<file path="config.mk">
export PLATFORM = sky130hd
export DESIGN_NAME = data_mem_arbiter
export DESIGN_NICKNAME = d
export VERILOG_FILES = /design/src/rtl/data_mem_arbiter.sv
export SDC_FILE = /design/constraint.sdc
export NUM_CORES = 1
export LEC_CHECK = 0
export ABC_CLOCK_PERIOD_IN_PS = 2550
export BUFFER_PORTS_ARGS = -buffer_cell sky130_fd_sc_hd__buf_2
export CAP_MARGIN = 20
export CORE_MARGIN = 4
export CORE_UTILIZATION = 45
export DETAILED_ROUTE_END_ITERATION = 8
export HOLD_SLACK_MARGIN = 0.05
export PLACE_DENSITY = 0.82
export SLEW_MARGIN = 0
export SYNTH_ARGS = -nofsm -noshare
export SYNTH_HDL_FRONTEND = slang
export SYNTH_SLANG_ARGS = --single-unit
</file>
<file path="constraint.sdc">
create_clock -name clk -period 2.55 [get_ports clk]
set_input_delay 0.1275 -clock clk [delete_from_list [all_inputs] [get_ports clk]]
set_output_delay 0.1275 -clock clk [all_outputs]
set_load 0.02 [all_outputs]
</file>
<file path="src/rtl/data_mem_arbiter.sv">
// data_mem_arbiter: shares one single-port SRAM between fetch and memory stage.
// Fixed wait-state access, one-cycle ready pulse, alternating grant on contention.
module data_mem_arbiter #(
  parameter int          WAIT_CYCLES = 4,
  parameter int          ADDR_W      = 16,
  parameter logic [31:0] MEM_BASE    = 32'd1024
) (
  input  logic              clk,
  input  logic              rst,
  input  logic              if_req,
  input  logic [31:0]       if_addr,
  output logic [31:0]       if_rdata,
  output logic              if_ready,
  input  logic              mem_r_en,
  input  logic              mem_w_en,
  input  logic [31:0]       mem_addr,
  input  logic [31:0]       mem_wdata,
  output logic [31:0]       mem_rdata,
  output logic              mem_ready,
  output logic              freeze_if,
  output logic              freeze_mem,
  output logic [ADDR_W-1:0] sram_addr,
  output logic [31:0]       sram_wdata,
  input  logic [31:0]       sram_rdata,
  output logic              sram_we_n,
  output logic              sram_oe_n
);

  typedef enum logic [1:0] {
    IDLE,
    ACC,
    RESP
  } state_t;

  state_t state, state_nx;

  logic [3:0] cnt;
  logic       last_mem;
  logic       gnt_mem;
  logic       op_wr;
  logic       mem_any;
  logic       pick_mem;
  logic       any_req;

  logic [ADDR_W-1:0] if_word;
  logic [ADDR_W-1:0] mem_word;

  assign mem_any = mem_r_en | mem_w_en;
  assign any_req = if_req | mem_any;

  // On contention the memory stage wins unless it won last time.
  assign pick_mem = mem_any & (~if_req | ~last_mem);

  assign if_word  = ADDR_W'((if_addr - MEM_BASE) >> 2);
  assign mem_word = ADDR_W'((mem_addr - MEM_BASE) >> 2);

  always_ff @(posedge clk or negedge rst) begin
    if (!rst) begin
      state <= IDLE;
    end else begin
      state <= state_nx;
    end
  end

  always_comb begin
    state_nx = state;
    unique case (state)
      IDLE: if (any_req) state_nx = ACC;
      ACC:  if (cnt == 4'd0) state_nx = RESP;
      RESP: state_nx = IDLE;
      default: state_nx = IDLE;
    endcase
  end

  always_ff @(posedge clk or negedge rst) begin
    if (!rst) begin
      cnt        <= 4'd0;
      last_mem   <= 1'b0;
      gnt_mem    <= 1'b0;
      op_wr      <= 1'b0;
      sram_addr  <= '0;
      sram_wdata <= 32'd0;
      if_rdata   <= 32'd0;
      mem_rdata  <= 32'd0;
    end else begin
      unique case (state)
        IDLE: begin
          if (any_req) begin
            gnt_mem    <= pick_mem;
            last_mem   <= pick_mem;
            op_wr      <= pick_mem & mem_w_en;
            sram_addr  <= pick_mem ? mem_word : if_word;
            sram_wdata <= mem_wdata;
            cnt        <= 4'(WAIT_CYCLES - 1);
          end
        end
        ACC: begin
          if (cnt == 4'd0) begin
            if (!op_wr && gnt_mem) mem_rdata <= sram_rdata;
            if (!op_wr && !gnt_mem) if_rdata <= sram_rdata;
          end else begin
            cnt <= cnt - 4'd1;
          end
        end
        default: ;
      endcase
    end
  end

  always_comb begin
    sram_oe_n = 1'b1;
    sram_we_n = 1'b1;
    if_ready  = 1'b0;
    mem_ready = 1'b0;
    unique case (1'b1)
      (state == ACC): begin
        sram_oe_n = op_wr;
        sram_we_n = ~op_wr;
      end
      (state == RESP): begin
        if_ready  = ~gnt_mem;
        mem_ready = gnt_mem;
      end
      default: ;
    endcase
  end

  assign freeze_if  = if_req & ~if_ready;
  assign freeze_mem = mem_any & ~mem_ready;

endmodule

</file>
== Yosys cells after proc, flatten, opt, wreduce, memory -nomap -nowiden ==
Cells that the tools add are included.

* Multiplexer cells: 11
* Add/subtract/negate cells: 3
* Reduce and logical (&&, ||, !) cells: 12
* Equal/unequal tests: 5
* Bitwise logic cells: 12

{| class="wikitable"
|+ Operators by type and width
! kind !! count
|-
| subtractor 18 x 11 -> 18 bit (second input constant) || 2
|-
| 2-to-1 mux 16 bit || 1
|-
| AND reduction 3 bit || 3
|-
| 2-to-1 mux 4 bit || 2
|-
| one-hot mux 4 bit (2 select lines) || 1
|-
| != test 2 bit (second input constant) || 3
|-
| NOT 1 bit || 5
|-
| AND 1 bit || 4
|-
| logical NOT 4 bit || 1
|-
| 2-to-1 mux 1 bit || 4
|-
| 2-to-1 mux 2 bit || 2
|-
| one-hot mux 2 bit (2 select lines) || 1
|-
| AND reduction 2 bit || 2
|-
| subtractor 4 x 1 -> 4 bit (second input constant) || 1
|-
| OR 1 bit || 3
|-
| equality test 2 x 1 -> 1 bit (second input constant) || 1
|-
| equality test 2 bit (second input constant) || 1
|-
| logical AND 1 bit || 2
|-
| logical NOT 1 bit || 2
|-
| logical NOT 2 bit || 1
|-
| nonzero test 2 bit || 1
|}

* Bits of input ports: 133
* Output and inout port bits: 118
* Register bits: 120
* Word-level logic and storage cells: 51

== Logic depth before layout (Yosys ltp) ==
Gate-level depths: netlist of run 1.

* Depth in word-level cells: 4
* Depth in mapped cells: 8

== Worst setup path after synthesis of run 1 ==
No wires, ideal clock.

* Path type: reg2reg
* From: reg gnt_mem (netlist name)
* To: reg sram_addr[14]
* Path slack: 0.383 ns
* Stages on the path, launching flop included: 9
* Library setup time: 0.088 ns
* Arrival: 2.079 ns
* Period minus slack after synthesis: 2.167 ns
* Buffers on the path: 2
* Cells stage by stage: dfrtp_1 clkbuf_2 o2bb2ai_2 clkbuf_1 mux2i_1 ha_1 nand2_1 or3_1 a41oi_1

{| class="wikitable"
|+ RTL lines
! item !! line !! text
|-
| end signal: assignment || 92 || <nowiki>sram_addr <= pick_mem ? mem_word : if_word;</nowiki>
|-
| end: declaration || 22 || <nowiki>output logic [ADDR_W-1:0] sram_addr,</nowiki>
|}

== Worst setup path after layout of run 1 ==
* From: reg state[0]
* To: reg sram_addr[3]

* Word-level cells in the longest chain between the ends: 2

{| class="wikitable"
|+ Ends and longest elaborated chain
! item !! line !! text
|-
| start: declaration || 35 || <nowiki>state_t state, state_nx;</nowiki>
|-
| start signal: assignment || 61 || <nowiki>state <= state_nx;</nowiki>
|-
| logical NOT 2 bit || 86 || <nowiki>unique case (state)</nowiki>
|-
| AND reduction 2 bit (no source line) || -- ||
|}

Every way passes these cells.
A chain may end at the register's enable or synchronous reset.

==> results list, run 1 <==
* Root cell of the clock tree: sky130_fd_sc_hd__clkbuf_16
- The clock drives 120 sinks.
- Maximum clock frequency: around 0.45 GHz
- Overflow left after global routing: 0
- The number of global-route vias before repair came to 4974.
- Of all flip-flops after synthesis, the portion carrying an async set or reset was 100%.
- Relative to the synthesized area, the layout overhead comes to 51.4%.
- TritonCTS built the clock tree.
* Endpoints failing hold: 0
* Critical path fanouts, max: 50
- FILL cells: just under 700
- The commonest cells after synthesis are 124 x sky130_fd_sc_hd__nand2_1, 120 x sky130_fd_sc_hd__dfrtp_1, 35 x sky130_fd_sc_hd__mux2_2.
- Wire segments on met2 add up to 8.09 mm in the final route.
* Post-layout min period: ~2.2 ns
- Detailed routing inserted a total of 4657 vias.
- Summed over its instances, the top area cell type makes up between 50 and 60% of the synthesized netlist area.
- Estimated wirelength of the detail-placed design: just under 10 mm
- Core Footprint: between 0.01 and 0.015 mm2
- Run status: complete, no violations
- The synthesized netlist occupies a cell area of about 0.005 mm2.
- After detailed placement, the design holds a cell count of about 770.
- Flip-flop cell with the highest count after synthesis: sky130_fd_sc_hd__dfrtp_1
- Once the floorplan was initialized, standard cells occupied between 40% and 50% of the core.
* Wl on met1: between 6 and 7 mm
- The count of nets left with antenna violations once routing finished came out at 0.
- CTS built an H-tree with a depth of 4.
- The netlist uses between 40 and 50 different library cells.
- Averaged over all synthesized cells, the footprint is 11.9 um2.
- Entering global routing, the biggest net connects 54 pins.
- Number of standard cells in the final layout excluding fillers: 884
* 1st-iter DRT viols: between 300 and 400
- The final max-slew violation count came to 0.
- Dividing total power by cell area gives a power density of ~1300 mW/mm2.
- After detailed routing, the average wire length per cell comes to between 15 and 20 um.
* Routed vias/inst: about 5.3
- Data arrives at the worst endpoint at around 2.6 ns.
* Hold_buf cts: ~80
- Synthesis handed over a netlist of around 430 instances.
* Leakage: ~4.0 nW
- Critical path required time: 2.89 ns
* Cts repair resizes: 0
- The floorplan has 38 rows.
- Yosys warns: 0
* Endpoint kind of the worst setup timing path: flip-flop
- Count of state elements after synthesis: 120
- Area of combinational cells with multiple inputs: around 0.0020 mm2
* Final Power: roughly 10 mW
- Hold is met by around 0.087 ns.
- Setup violations remaining at the end of the flow were counted as 0.
- Buffers added to address setup during post-CTS repair amount to 0.
- After synthesis, flip-flops and latches occupy between 50% and 60% of the total area.
* Worst clock skew: 0.0122 ns
* Global Route Usage Sum: approximately a quarter
- Worst Setup Slack, final: a little over 0.3 ns
- Input and output buffers added on the ports amount to between 200 and 250.
* Final core occ: 70.3%
- The die is 114 um wide.
- Max-capacitance violation count: 0
- Full die area: roughly 0.013 mm2
- Antenna violations before repair: 0
- Worst skew pair latency: 0.41 ns
* Clock-pin transition on the worst setup and hold timing paths: around 0.050 ns
- Number of search-and-repair iterations in the first detailed-routing pass: 6
* Setup slack at placement: approximately 0.34 ns
- After detailed routing, the number of remaining DRC violations is 0.
* Transition time at the pin with the least slew margin: ~0.76 ns
- The routed design uses 1.59 mm of met3 wire.
* Total nets after synthesis: 563
- Setup TNS: 0 ns
- In the post-synthesis netlist, the biggest area contributors are sky130_fd_sc_hd__dfrtp_1 59%, sky130_fd_sc_hd__nand2_1 9.1%, sky130_fd_sc_hd__mux2_4 8.8%.
- The clock passes through at most 2 buffers.
- Final critical-path share of the clock period: 88.0%
- Clock tree synthesis inserted a total of 17 buffers.
- Pin placement for this block handled approximately 250 I/O pins.
- Once layout is done, the placed cells without fillers occupy 0.00772 mm2.
- Final RePlAce weighted congestion: roughly 0.93
* Sequential Area: roughly 0.0030 mm2
- In this run the cell area measured after placement is roughly 0.0063 mm2.
- Across the VDD grid, the largest voltage drop is 833 uV.
- Uppermost metal layer occupied by signal nets: met4
- sky130_fd_sc_hd__dfrtp_1 takes more of the synthesized area than any other cell.
- Wire length of the first global-routing pass: about 26 mm
- After the last flow step, the layout net total stands at roughly 870.
- Fraction of final layout cells sized beyond drive strength 1: ~44%
* Height of the chip: approximately 110 um
* Worst relative slew slack: 49.0%
- Summed over all layers, the routed wires come to 16.6 mm.
* Class of the tightest hold or removal check: input pin to flip-flop
* Critical Path Start Type: flip-flop
* Most common cell in the synthesized netlist: sky130_fd_sc_hd__nand2_1
- Setup repair after global routing left no endpoint under its margin.
* Worst setup path class: flip-flop to flip-flop
- Number of flops mapped to enable cells by yosys: 0
## layout make-up
| type | count | share of cell area (%) |
|---|---|---|
| Antenna cell | 1 | 0.0324 |
| Clock buffer | 20 | 5.91 |
| Clock inverter | 9 | 1.33 |
| Inverter | 3 | 0.146 |
| Multi-Input combinational cell | 283 | 25.4 |
| Sequential cell | 120 | 38.9 |
| Tap cell | 140 | 2.27 |
| Timing Repair Buffer | 308 | 26.0 |
## sequential cells by signal, summed over array words and instances, names as in the netlist
| name | count |
|---|---|
| gnt_mem | 1 |
| cnt | 4 |
| sram_addr | 16 |
| sram_wdata | 32 |
| state | 2 |
| op_wr | 1 |
| if_rdata | 32 |
| mem_rdata | 32 |
## metal layers
layer / GRT usage (%) / vias up
li1: - / 2066
met1: 31.6 / 2236
met2: 44.0 / 308
met3: 7.03 / 47
met4: 11.9 / 0
met5: 0 / -
## cell families (layout without fill, tap and decap cells)
kind of cell	Yosys count	in the layout	synth area share, %
mux	71	71	17.8
simple gates	179	179	15.2
buf+inv	24	340	2.87
fa+ha+maj	3	3	0.736
xor+xnor	3	3	0.515
compound gates	27	27	4.00
other cells	0	1	0
flops	120	120	58.9
## worst max-delay path: stages, from the launching register on
cell	delay, ns
sky130_fd_sc_hd__dfrtp_1	0.40
sky130_fd_sc_hd__nor2_1	0.30
sky130_fd_sc_hd__o31a_2	0.37
sky130_fd_sc_hd__buf_12	0.27
sky130_fd_sc_hd__nor2_1	0.07
sky130_fd_sc_hd__a31oi_1	0.18
sky130_fd_sc_hd__dlygate4sd3_1	0.57
## placed cells by master, fill, tap and decap left out, drive strengths merged, types with 2 or more instances in the layout
master       count
o21a             2
mux2            66
or3b             2
nor4             3
o31ai            4
bufinv           2
clkinvlp         3
or4              2
clkbuf          20
dfrtp          120
nand3            9
nand2          125
and3             3
a21oi            2
nor2            17
clkinv           4
buf            226
mux2i            5
a31oi            8
ha               3
inv              3
o21ai            2
dlygate4sd3     82
xor2             3
nor3             9
## power breakdown
part | switching [mW] | total [mW] | internal (mW)
combinational | 2.67 | 4.51 | 1.85
sequential | 0.602 | 3.45 | 2.84
clock | 0.814 | 2.28 | 1.46
## worst paths after layout
path,slack (ns),from,to,cells past startpoint
max,0.31,state[0],sram_addr[3],6
min,0.09,mem_addr[10],sram_addr[8],4
max reg2reg,0.31,state[0],sram_addr[3],6
min reg2reg,0.48,sram_wdata[24],sram_wdata[24],2
max in group asynchronous,1.49,rst,if_rdata[18],3
min in group asynchronous,0.33,rst,if_rdata[19],2
Note: power is estimated with default switching activity, not from simulation.
==> run 2: changes to the inputs <==
- RECOVER_POWER: default -> 100
==> run 2 against run 1 <==
- sequential share of layout area up 1.7 points
- global-route usage is the same
- flip-flop and latch count unchanged
- cell count stayed put
- clock-buffer cell count is the same
- largest power group unchanged
- highest routed layer unchanged
==> results list, run 2 (synthesized netlist as in run 1, its figures left out) <==
- Counting tap cells, the placed design contains a total of 772 instances.
- FILL cells: about 820
- The final number of hold-violating endpoints came to 0.
- The first global-routing pass estimated 26.4 mm of wire.
- Number of standard-cell rows in the floorplan: 38
- The largest registers in the layout are if_rdata (32), mem_rdata (32), sram_wdata (32).
- Commonest non-fill, non-tap cells in the layout: 124 x sky130_fd_sc_hd__nand2_1, 120 x sky130_fd_sc_hd__clkbuf_1, 120 x sky130_fd_sc_hd__dfrtp_1, 98 x sky130_fd_sc_hd__buf_2, 82 x sky130_fd_sc_hd__dlygate4sd3_1
- The root buffer cell chosen for the clock tree is sky130_fd_sc_hd__clkbuf_16.
- Critical path required time: around 2.8 ns
* Buffer levels on the longest clock path: 2
* Routed Antenna Nets: 0
- The worst setup path is launched from a flip-flop.
* Setup TNS: 0 ns
* Routed vias/inst: approximately 5.2
* 1st-iter DRT viols: roughly 350
* TritonCTS buffer count: 17
- Across the run, the number of max-cap violations was 0.
- Number of search-and-repair iterations in the first detailed-routing pass: 5
* Worst setup path class: flip-flop to flip-flop
- Number of remaining DRC errors: 0
* Setup slack at placement: 0.342 ns
- TritonCTS clock tree: yes
- Class of the tightest hold or removal check: input pin to flip-flop
- Core Footprint: about 0.011 mm2
- Clock-pin transition on the worst setup and hold timing paths: around 0.050 ns
- For this run the aggregate overflow at the end of global routing stands at 0.
* Estimated wirelength of the detail-placed design: 9.76 mm
- In this run the static leakage power is 3.49 nW.
* Fraction of final layout cells sized beyond drive strength 1: between 20% and 30%
* Port Buf Inserts: ~220
* Total setup violations reported at the end of the flow: 0
- Run status: complete, no violations
* Cts repair resizes: 0
* Routed wirelength normalized by instance count: roughly 19 um
- Number of standard cells in the final layout excluding fillers: 884
* Final critical-path share of the clock period: 90.3%
* Proportion of power drawn by flip-flops and latches: between 30% and 40%
- Worst relative slew slack: 15.3%
- Endpoint kind of the worst setup timing path: flip-flop
- Final wirelength: about 17 mm
- Transition time at the pin with the least slew margin: around 1.3 ns
* Top-level I/O count: 251
* Sequential Area: ~0.0030 mm2
- Clock power share: between 20% and 30%
- Maximum clock frequency: between 0.4 and 0.5 GHz
* Height of the chip: ~110 um
* Power density over cell area: roughly 1300 mW/mm2
- After layout, the minimum clock period comes to 2.30 ns.
- Data arrival, critical path: about 2.6 ns
- Clock sink count: 120
- The worst path meets setup with 0.248 ns of slack.
- The number of global-route vias before repair is roughly 5000.
- Final RePlAce weighted congestion: around 0.93
- Layout-stage area growth over the synthesis result: 45.2%
- The number of antenna violations at the first check in global routing is 0.
* Total number of nets in the final design: 869
* Most frequent standard cell in the layout excluding fill and tap cells: sky130_fd_sc_hd__nand2_1
- Measured along the x axis, the die boundary spans ~110 um.
* Critical path fanouts, max: 32
- Maximum resistive drop on vdd: 803 uV
* Switching share of power: between 40% and 50%
- Worst skew pair latency: 0.40 ns
* Area of combinational cells with multiple inputs: 0.00183 mm2
- Number of H-tree branching levels: 4
- The clock arrives with 0.0105 ns of skew.
- Setup repair after global routing missed its margin: no
- Full die area: ~0.013 mm2
* NetSw: approximately 4 mW
* Share of total power in combinational logic: 41.2%
* Int Power: 5.67 mW
* Slew Limit Fails: 0
- Once the floorplan was initialized, standard cells occupied 46.4% of the core.
- Number of vias in the routed layout: ~4600
* Largest net degree at the start of global routing: 54
- Global routing used between 20% and 30% of the available tracks.
run 2: cell types whose count changed in the layout (fill, tap and decap cells not counted), moves of 2 or more:
cell	before	now
sky130_fd_sc_hd__buf_2	217	98
sky130_fd_sc_hd__clkbuf_1	1	120
sky130_fd_sc_hd__mux2_1	1	33
sky130_fd_sc_hd__mux2_4	30	0
sky130_fd_sc_hd__buf_4	6	2
sky130_fd_sc_hd__clkbuf_2	0	4
sky130_fd_sc_hd__buf_12	3	1
sky130_fd_sc_hd__clkbuf_4	0	2
sky130_fd_sc_hd__mux2_2	35	33
run 2: final cells by class:
type                    count  area share (%)
inverters                   3           0.152
multi-input cells         283            24.7
diodes                      1          0.0338
clock buffers              20            6.17
well taps                 140            2.36
clock inverters             9            1.39
flip-flops and latches    120            40.5
repair buffers            308            24.7
run 2: critical path, stage by stage (launching register included):
cell                       delay (ns)
sky130_fd_sc_hd__dfrtp_1         0.39
sky130_fd_sc_hd__inv_1           0.11
sky130_fd_sc_hd__ha_1            0.16
sky130_fd_sc_hd__or3b_1          0.49
sky130_fd_sc_hd__nor3_4          0.15
sky130_fd_sc_hd__clkbuf_4        0.45
sky130_fd_sc_hd__mux2_2          0.41
run 2: layer usage:
layer  global-route usage, %  wire [um]
met5                       0          0
met2                    44.0       8170
met4                    11.9        420
met3                    7.03       1540
met1                    31.6       6450
run 2: what timing repair did:
item	4_1_cts	5_1_grt
hold buffers	82	0
hold endpoints to repair	154	0
setup buffers	0	0
run 2: worst paths after layout:
| kind | start | endpoint | slack (ns) | cells after the start |
|---|---|---|---|---|
| hold / removal | mem_addr[10] | sram_addr[8] | 0.09 | 4 |
| setup reg to reg | cnt[0] | if_rdata[13] | 0.25 | 6 |
| hold reg to reg | sram_wdata[28] | sram_wdata[28] | 0.48 | 2 |
| min in group asynchronous | rst | mem_rdata[19] | 0.56 | 2 |
| max in group asynchronous | rst | if_rdata[22] | 0.53 | 3 |
| setup / recovery | cnt[0] | if_rdata[13] | 0.25 | 6 |
run 2: power by group through the flow:
| stage | sequential (mW) | combinational [mW] | clock, mW |
|---|---|---|---|
| 2_1_floorplan | 4.40 | 1.66 | 0 |
| 3_3_place_gp | 3.33 | 4.10 | 0 |
| 3_5_place_dp | 3.38 | 4.21 | 0 |
| 4_1_cts | 3.38 | 4.44 | 2.30 |
| 5_1_grt | 3.56 | 4.35 | 2.42 |
| 6_report | 3.46 | 4.01 | 2.28 |
run 2: per-stage QoR:
| stage | power (mW) | hold WS (ns) | instance area (um2) | utilization, % |
|---|---|---|---|---|
| floorplan | 6.06 | -0.168 | 5100 | - |
| global placement | 7.42 | 0.201 | 6340 | 57.7 |
| detailed placement | 7.60 | 0.204 | 6340 | 57.7 |
| CTS | 10.1 | 0.0538 | 7720 | 70.3 |
| global route | 10.3 | 0.0958 | 7400 | 67.4 |
| finish | 9.75 | 0.0878 | 7410 | 67.4 |
==> run 3: changes to the inputs <==
- HOLD_SLACK_MARGIN: 0.05 -> 0.15
==> run 3 against run 2 <==
- sequential power is essentially flat
- sequential share of layout area shrank 0.63 points
- combinational power grew 1%
- clock power is essentially flat
- critical path type unchanged
==> results list, run 3 (synthesized netlist as in run 1, its figures left out) <==
* Number of search-and-repair iterations in the first detailed-routing pass: 4
* Data arrival, critical path: 2.58 ns
- Number of vias in the routed layout: 4692
* Setup repair after global routing missed its margin: no
- Once the floorplan was initialized, standard cells occupied between 40% and 50% of the core.
* Routed wirelength normalized by instance count: about 19 um
- Total number of nets in the final design: between 800 and 900
- Post-CTS Setup Repair Bufs: 0
- Setup TNS: 0 ns
- The tool flagged a number of max-cap violations equal to 0.
- Core Footprint: around 0.011 mm2
- The tightest min-delay check is of the input pin to flip-flop type.
- IR analysis of the VDD net gives a maximum drop of 803 uV.
- For this run, design rule violations remaining after detail routing come to 0.
- Worst relative slew slack: between 10% and 20%
* Root cell of the clock tree: sky130_fd_sc_hd__clkbuf_16
- Transition time at the pin with the least slew margin: 1.27 ns
* FILL cells: 804
- The wire-length estimate of the detail-placed layout is a little under 10 mm.
- In the routed layout, each cell is associated on average with a via count of between 5 and 6.
* Largest net degree at the start of global routing: between 50 and 60
- The die is approximately 110 um wide.
* Height of the chip: about 110 um
* Routed Antenna Nets: 0
* Via count of the first global-routing pass: roughly 5000
- 1st-iter DRT viols: 393
* Crit-path slowest cell: sky130_fd_sc_hd__or3b_1
* Worst clock skew: 0.0105 ns
- Worst setup path class: flip-flop to flip-flop
- Slowest Stage Delay on Critical Path: between 0.4 and 0.5 ns
* Layout-stage area growth over the synthesis result: 47.5%
* Worst skew pair latency: 0.40 ns
- Overflow left after global routing: 0
- In the layout the commonest cells are 124 x sky130_fd_sc_hd__nand2_1, 121 x sky130_fd_sc_hd__clkbuf_1, 120 x sky130_fd_sc_hd__dfrtp_1, 97 x sky130_fd_sc_hd__buf_2, 93 x sky130_fd_sc_hd__dlygate4sd3_1.
* Area of combinational cells with multiple inputs: 0.00184 mm2
* Antenna violations before repair: 0
- The library cell used most frequently in the layout, excluding fill and tap cells, is sky130_fd_sc_hd__nand2_1.
* Slew Limit Fails: 0
- At the end of routability-driven placement, the weighted congestion stood at about 0.93.
- Run status: complete, no violations
- Fraction of final layout cells sized beyond drive strength 1: roughly 23%
* Sequential Area: between 0.003 and 0.004 mm2
* Final core occ: ~69%
* Power density over cell area: about 1300 mW/mm2
- Cell breakdown of the critical path: inv_1 -> ha_1 -> or3b_1 -> nor3_4 -> clkbuf_4 -> mux2_2
* Clock sink count: between 100 and 150
- Final wirelength: 17.0 mm
- Counting the buffers created by CTS gives 17.
- Leakage: 3.54 nW
* Critical path required time: approximately 2.8 ns
- TritonCTS clock tree: yes
- After clock tree synthesis, the clock-pin slew on the worst setup and hold paths is around 0.05 ns.
- In this run the core area contains 38 standard-cell rows.
- The final number of hold-violating endpoints is 0.
* Final critical-path share of the clock period: between 90% and 100%
- No sink is reached through more buffers than the 2 on the longest clock path.
* Biggest registers after layout: if_rdata (32), mem_rdata (32), sram_wdata (32)
- Critical Path Start Type: flip-flop
* Global Route Usage Sum: 26.6%
- Full die area: between 0.01 and 0.015 mm2
* Total setup violations reported at the end of the flow: 0
* Top-level I/O count: 251
- Wire length of the first global-routing pass: 26.7 mm
- The clock tree synthesis step divided the H-tree into 4 levels.
- Subtracting the final worst setup slack from the clock period gives around 2.3 ns.
- Critical path fanouts, max: 32
- Endpoint kind of the worst setup timing path: flip-flop
- Maximum clock frequency: 0.434 GHz
* Port Buf Inserts: around 220
-- run 3: changes by cell type in the layout (fill, tap and decap cells not counted), sizes merged --
cell	previous run	this run
buf	101	100
clkbuf	145	146
dlygate4sd3	82	93
-- run 3: power by group --
group / internal (mW) / total (mW) / switching, mW / leakage (nW)
Sequential: 2.84 / 3.46 / 0.615 / 1.45
Combinational: 1.38 / 4.05 / 2.66 / 1.82
Clock: 1.46 / 2.28 / 0.821 / 0.269
-- run 3: routing by layer --
layer  up-vias  global-route usage [%]  share of wire (%)
li1       2084                       -                  -
met4         0                    11.8                3.0
met5         -                       0                  0
met1      2243                    31.9                 39
met2       311                    44.2                 49
met3        54                    7.66                9.8
-- run 3: metrics by stage --
| step | instance area [um2] | setup slack, ns | std cells | hold WS, ns | total power [mW] |
|---|---|---|---|---|---|
| 3_5_place_dp | 6340 | 0.342 | 772 | 0.204 | 7.60 |
| 3_3_place_gp | 6340 | 0.448 | 772 | 0.201 | 7.42 |
| 6_report | 7520 | 0.244 | 895 | 0.186 | 9.79 |
| 5_1_grt | 7520 | 0.0941 | 894 | 0.191 | 10.3 |
| 2_1_floorplan | 5100 | 0.383 | 427 | -0.168 | 6.06 |
| 4_1_cts | 7830 | 0.324 | 894 | 0.160 | 10.1 |
-- run 3: final timing paths --
path,start,to,slack (ns),cells past startpoint
worst max-delay path,cnt[0],if_rdata[13],0.24,6
worst min-delay path,if_addr[15],sram_addr[13],0.19,4
worst max register to register,cnt[0],if_rdata[13],0.24,6
worst min register to register,sram_wdata[30],sram_wdata[30],0.48,2
max in group asynchronous,rst,mem_rdata[21],0.53,3
min in group asynchronous,rst,if_rdata[19],0.56,2
-- run 3: what timing repair did --
| action | CTS | global route |
|---|---|---|
| gates resized for setup | 0 | 0 |
| endpoints found under the hold margin | 160 | 0 |
| hold buffers | 93 | 0 |
-- run 3: worst max-delay path, delay by kind of cell, from the launching register on --
| kind | cells | cell delay (ns) |
|---|---|---|
| fa+ha+maj | 1 | 0.16 |
| buf+inv | 2 | 0.56 |
| simple gates | 2 | 0.64 |
| mux | 1 | 0.42 |
| flops | 1 | 0.39 |
-- run 3: cell type report --
type,count,area share [%]
Clock inverter,9,1.36
Tap cell,140,2.33
Multi-Input combinational cell,283,24.4
Antenna cell,1,0.0333
Clock buffer,20,6.07
Inverter,3,0.150
Timing Repair Buffer,319,25.7
Sequential cell,120,39.9
